$ cat src/rtl/clk_rx_mon_pkg.sv
// Shared types and defaults for the slow-clock receive monitor.
package clk_rx_mon_pkg;

   typedef enum logic [1:0] {
      ST_IDLE   = 2'd0,
      ST_ARMED  = 2'd1,
      ST_LOCKED = 2'd2,
      ST_LOST   = 2'd3
   } state_e;

   localparam int DEF_PERIOD_W = 8;
   localparam int DEF_TIMEOUT  = 64;

endpackage

$ cat src/rtl/clk_rx_mon_edge_sync.sv
// Synchronizes an asynchronous level into clk and emits registered rise/fall strobes.
module edge_sync (
   input  logic clk,
   input  logic rst,
   input  logic din_i,
   output logic rise_o,
   output logic fall_o
);

   logic       meta_q;
   logic       sync_q;
   logic       prev_q;
   logic [2:0] vld_q;
   logic       rise_q;
   logic       fall_q;
   logic       rise_d;
   logic       fall_d;

   // prev_q only holds a real sample once vld_q[2] is set; before that the
   // reset-low pipeline would fake a rise for a level that was already high.
   assign rise_d = vld_q[2] & sync_q & ~prev_q;
   assign fall_d = vld_q[2] & ~sync_q & prev_q;

   always_ff @(posedge clk or posedge rst) begin
      if (rst) begin
         meta_q <= 1'b0;
         sync_q <= 1'b0;
         prev_q <= 1'b0;
         vld_q  <= 3'b000;
         rise_q <= 1'b0;
         fall_q <= 1'b0;
      end else begin
         meta_q <= din_i;
         sync_q <= meta_q;
         prev_q <= sync_q;
         vld_q  <= {vld_q[1:0], 1'b1};
         rise_q <= rise_d;
         fall_q <= fall_d;
      end
   end

   assign rise_o = rise_q;
   assign fall_o = fall_q;

endmodule

$ cat src/rtl/clk_rx_mon.sv
// Slow-clock monitor: edge strobes, rise-to-rise period measurement and loss detection.
//   state     | meaning
//   ST_IDLE   | out of reset, no rise seen yet
//   ST_ARMED  | one rise seen, period not yet measured
//   ST_LOCKED | period holds a real rise-to-rise measurement
//   ST_LOST   | no edge for TIMEOUT cycles
module clk_rx_mon
   import clk_rx_mon_pkg::*;
#(
   parameter int PERIOD_W = DEF_PERIOD_W,
   parameter int TIMEOUT  = DEF_TIMEOUT
) (
   input  logic                clk,
   input  logic                rst,
   input  logic                slowclk,
   output logic                tick_rise,
   output logic                tick_fall,
   output logic [PERIOD_W-1:0] period,
   output logic                period_valid,
   output logic                lost
);

   localparam logic [PERIOD_W-1:0] CNT_MAX = '1;
   localparam logic [PERIOD_W-1:0] CNT_ONE = PERIOD_W'(1);
   localparam logic [PERIOD_W-1:0] TO_CNT  = PERIOD_W'(TIMEOUT);

   state_e              state_q, state_d;
   logic [PERIOD_W-1:0] pcnt_q, pcnt_d;
   logic [PERIOD_W-1:0] icnt_q, icnt_d;
   logic [PERIOD_W-1:0] period_q, period_d;
   logic                pv_q;
   logic                lost_q;
   logic                rise_ev;
   logic                fall_ev;

   edge_sync u_edge_sync (
      .clk    (clk),
      .rst    (rst),
      .din_i  (slowclk),
      .rise_o (rise_ev),
      .fall_o (fall_ev)
   );

   // A rise clears icnt, so it can never coincide with the timeout transition.
   always_comb begin
      pcnt_d   = (pcnt_q == CNT_MAX) ? pcnt_q : pcnt_q + CNT_ONE;
      icnt_d   = (icnt_q == TO_CNT)  ? icnt_q : icnt_q + CNT_ONE;
      period_d = period_q;
      state_d  = state_q;
      if (rise_ev || fall_ev) begin
         icnt_d = '0;
      end
      if (rise_ev) begin
         pcnt_d = CNT_ONE;
         case (state_q)
            ST_ARMED, ST_LOCKED: begin
               state_d  = ST_LOCKED;
               period_d = pcnt_q;
            end
            default: state_d = ST_ARMED;
         endcase
      end else if (icnt_d == TO_CNT && state_q != ST_LOST) begin
         state_d = ST_LOST;
      end
   end

   always_ff @(posedge clk or posedge rst) begin
      if (rst) begin
         state_q  <= ST_IDLE;
         pcnt_q   <= '0;
         icnt_q   <= '0;
         period_q <= '0;
         pv_q     <= 1'b0;
         lost_q   <= 1'b0;
      end else begin
         state_q  <= state_d;
         pcnt_q   <= pcnt_d;
         icnt_q   <= icnt_d;
         period_q <= period_d;
         pv_q     <= (state_d == ST_LOCKED);
         lost_q   <= (state_d == ST_LOST);
      end
   end

   assign tick_rise    = rise_ev;
   assign tick_fall    = fall_ev;
   assign period       = period_q;
   assign period_valid = pv_q;
   assign lost         = lost_q;

endmodule

$ cat config.mk
export PLATFORM = sky130hd
export DESIGN_NAME = clk_rx_mon
export DESIGN_NICKNAME = d
export VERILOG_FILES = /design/src/rtl/clk_rx_mon_pkg.sv /design/src/rtl/clk_rx_mon_edge_sync.sv /design/src/rtl/clk_rx_mon.sv
export SDC_FILE = /design/constraint.sdc
export NUM_CORES = 1
export LEC_CHECK = 0
export CAP_MARGIN = 40
export CORE_MARGIN = 5
export CORE_UTILIZATION = 50
export DETAILED_ROUTE_END_ITERATION = 7
export HOLD_SLACK_MARGIN = 0.02
export PLACE_DENSITY = 0.84
export SYNTH_ARGS = -nofsm -noshare
export SYNTH_HDL_FRONTEND = slang
export SYNTH_HIERARCHICAL = 1
export SYNTH_SLANG_ARGS = --single-unit
$ cat constraint.sdc
create_clock -name clk -period 1.9 [get_ports clk]
set_input_delay 0.38 -clock clk [delete_from_list [all_inputs] [get_ports clk]]
set_output_delay 0.38 -clock clk [all_outputs]
set_load 0.05 [all_outputs]
==> results.json <==
{
  "whs_ns": 0.293,
  "p_switching_uw": 1010,
  "muxShareOfSynthArea_pct": 7.76,
  "syn_area_sq_mm": 0.00163,
  "synth_nets": 149,
  "drt_iter0_drc": 79,
  "clk_path_buf_depth": 2,
  "tightest_slew_ns": 0.504,
  "synth-seq-cells": 36,
  "gp_congestion": 0.773,
  "post-route-min-period_ns": 1.85,
  "worstSetupStartpointType": "flop",
  "cts.sinks": 36,
  "synth-simple-area-share_pct": 17.7,
  "p_seq_share_pct": 45.6,
  "cts_buffers": 5,
  "core_sq_mm": 0.00308,
  "switching_share_pct": 40.9,
  "clk_latency_ns": 0.33,
  "path_cells": "ha_4, nand3_2, mux2_4, nor4b_4, o2111ai_2, buf_4, a21oi_1",
  "path_buf_inv": 1,
  "post-route-period-util_pct": 97.4,
  "track_usage_pct": 15.7,
  "synth-edff-count": 0,
  "synthArstFlopShare_pct": 100,
  "antenna_found_initial": 0,
  "n_antenna_cell": 0,
  "synth_area_leaders": "dfrtp_1 55%, mux2_1 5.5%, nor2_1 3.9%, ha_1 3.1%, xor2_1 2.7%",
  "peakVddDrop_v": 0.000659,
  "final_common_cell": "dfrtp_1",
  "power_frac_comb_pct": 38.2,
  "cpLargestDelayFamily": "flip-flops",
  "rrSetupSlack_ns": 0.05,
  "layout_setup_ws_ns": 0.0489,
  "p_leak_uw": 0.000974,
  "via_per_inst": 5.34,
  "nFillCells": 249,
  "crit_fanout": 4,
  "worstSetupPathType": "reg -> reg",
  "dp_slack_ns": 0.0241,
  "setup_violations": 0,
  "fin_worst_skew_ns": 0.00542,
  "die_y_um": 67.1,
  "synth_compound_area_share_pct": 9.22,
  "max_slew_margin_pct": 66.4,
  "gr-total-overflow": 0,
  "clkSlewWorstSetupHoldPaths_ns": 0.11,
  "r2r-start": "icnt_q[0]",
  "intPower_uw": 1460,
  "drt_first_pass_iters": 4,
  "htreeDepth": 2,
  "power_uw": 2470,
  "netlist.area_leader.share_pct": 55.3,
  "yosysTopAreaCell": "dfrtp_1",
  "status": "complete, no violations",
  "crit_arrival_ns": 2.12,
  "drv_cap": 0,
  "worstRegToRegCells": 7,
  "critPathMaxStageDelay_ns": 0.45,
  "endpoint_kind": "flop",
  "synth_area_per_cell_sq_um": 11.5,
  "finalMaxSlewViolations": 0,
  "vias": 1137,
  "initial_core_util_pct": 52.9,
  "hold_path.class": "in -> async",
  "drc": 0,
  "cts_tree": "done",
  "ys_seq_area_share_pct": 55.3,
  "die-area_sq_mm": 0.00450,
  "ys.flop_type": "dfrtp_1",
  "holdBufCountCts": 0,
  "grt_max_degree": 25,
  "drtAntennaViolNets": 0,
  "r2r_end": "lost",
  "io_pins": 15,
  "max_freq_mhz": 540,
  "p_per_area_mw_per_mm2": 1260,
  "rows": 20,
  "wirelength_um": 2920,
  "avgRoutedWirePerCell_um": 13.7,
  "finalNetCount": 175,
  "syn_inst": 142,
  "synth_xor_area_share_pct": 3.76,
  "setup_tns_ns": 0,
  "dp_hpwl_um": 2260,
  "portBuffers": 14,
  "p_clk_share_pct": 16.2,
  "synth_fa_ha_area_share_pct": 3.07,
  "critPathRequiredTime_ns": 2.16,
  "drive_gt1_share_pct": 21.9,
  "synth_top_family_by_area": "simple AND/OR/NAND/NOR gates",
  "die_x_um": 67.1,
  "yosysWarnings": 6,
  "finalHoldViolCount": 0,
  "final_cell_mix": "35 x dfrtp_1, 17 x nor2_1, 13 x buf_4, 8 x mux2_1, 7 x a21oi_1",
  "synth_cell_types": 41,
  "grt_pass1_vias": 1181,
  "grt_pass1_wl_um": 5190,
  "syn_to_final_growth_pct": 20.0,
  "critPathSlowestCell": "dfrtp_1",
  "clock-root-buffer": "clkbuf_4"
}
[layout make-up]
cell class / instances / area [sq um] / area share, %
multi-input combinational: 96 / 709 / 36.3
clock buffer: 5 / 37.5 / 1.92
clock inverter: 3 / 18.8 / 0.960
timing repair buffer: 23 / 210 / 10.7
sequential: 36 / 902 / 46.1
tap: 44 / 55.1 / 2.82
inverter: 6 / 22.5 / 1.15
[sequential cells by signal (all words and copies together), names as in the netlist]
name / count
period: 8
pcnt_q: 8
u_edge_sync/vld_q: 3
lost: 1
state_q: 2
period_valid: 1
u_edge_sync/prev_q: 1
u_edge_sync/meta_q: 1
u_edge_sync/rise_o: 1
u_edge_sync/sync_q: 1
icnt_q: 8
u_edge_sync/fall_o: 1
[cell families (layout without fill, tap and decap cells)]
| kind of cell | count (synthesis) | count (layout) |
|---|---|---|
| XOR/XNOR | 7 | 7 |
| flip-flops | 36 | 36 |
| adder cells (fa/ha/maj) | 4 | 4 |
| other | 1 | 1 |
| AO/OA/AOI/OAI | 21 | 21 |
| multiplexers | 11 | 11 |
| buffers and inverters | 10 | 37 |
| AND/OR/NAND/NOR | 52 | 52 |
[power groups by stage]
stage	clock (uW)	sequential (uW)	combinational (uW)
3_3_place_gp	0	1130	928
2_1_floorplan	0	1360	444
4_1_cts	418	1130	943
3_5_place_dp	0	1140	956
6_report	401	1130	943
5_1_grt	460	1160	1030
[Yosys cell counts, drive strengths merged, types with 2 or more instances]
cell     n
dfrtp   36
nor2    17
mux2    10
a21oi    8
inv      6
nand2    6
nand3    5
nand4    5
nor3     5
xor2     5
ha       4
and3     3
buf      3
o21a     3
and3b    2
nand2b   2
o211ai   2
o21ai    2
xnor2    2
[per-layer routing]
| metal | track usage (%) | up-vias | wire (um) |
|---|---|---|---|
| met3 | 5.56 | 4 | 105 |
| met5 | 0 | - | 0 |
| met2 | 26.0 | 16 | 1470 |
| li1 | - | 552 | - |
| met1 | 18.8 | 565 | 1320 |
| met4 | 5.32 | 0 | 31 |
[per-stage QoR]
stage | util [%] | instances | area, sq um
2_1_floorplan | - | 142 | 1650
3_3_place_gp | 60.9 | 204 | 1870
3_5_place_dp | 60.9 | 204 | 1870
4_1_cts | 62.8 | 213 | 1930
5_1_grt | 63.5 | 213 | 1960
6_report | 63.5 | 213 | 1960
[repair_timing]
action	CTS	global route
gates resized for setup	4	7
setup endpoints to repair	6	7
setup buffers	1	0
[worst max path at each step]
stage | startpoint | end | slack, ns | depth (start not counted)
finish | icnt_q[0] | lost | 0.05 | 7
floorplan | icnt_q[0] | period_valid | 0.008 | 8
CTS | period[3] | period[3] | 0.001 | 1
global placement | icnt_q[0] | period_valid | 0.09 | 7
detailed placement | icnt_q[0] | lost | 0.02 | 8
global route | icnt_q[3] | lost | -0.007 | 7
No activity file was read; power rests on OpenSTA's default activity.
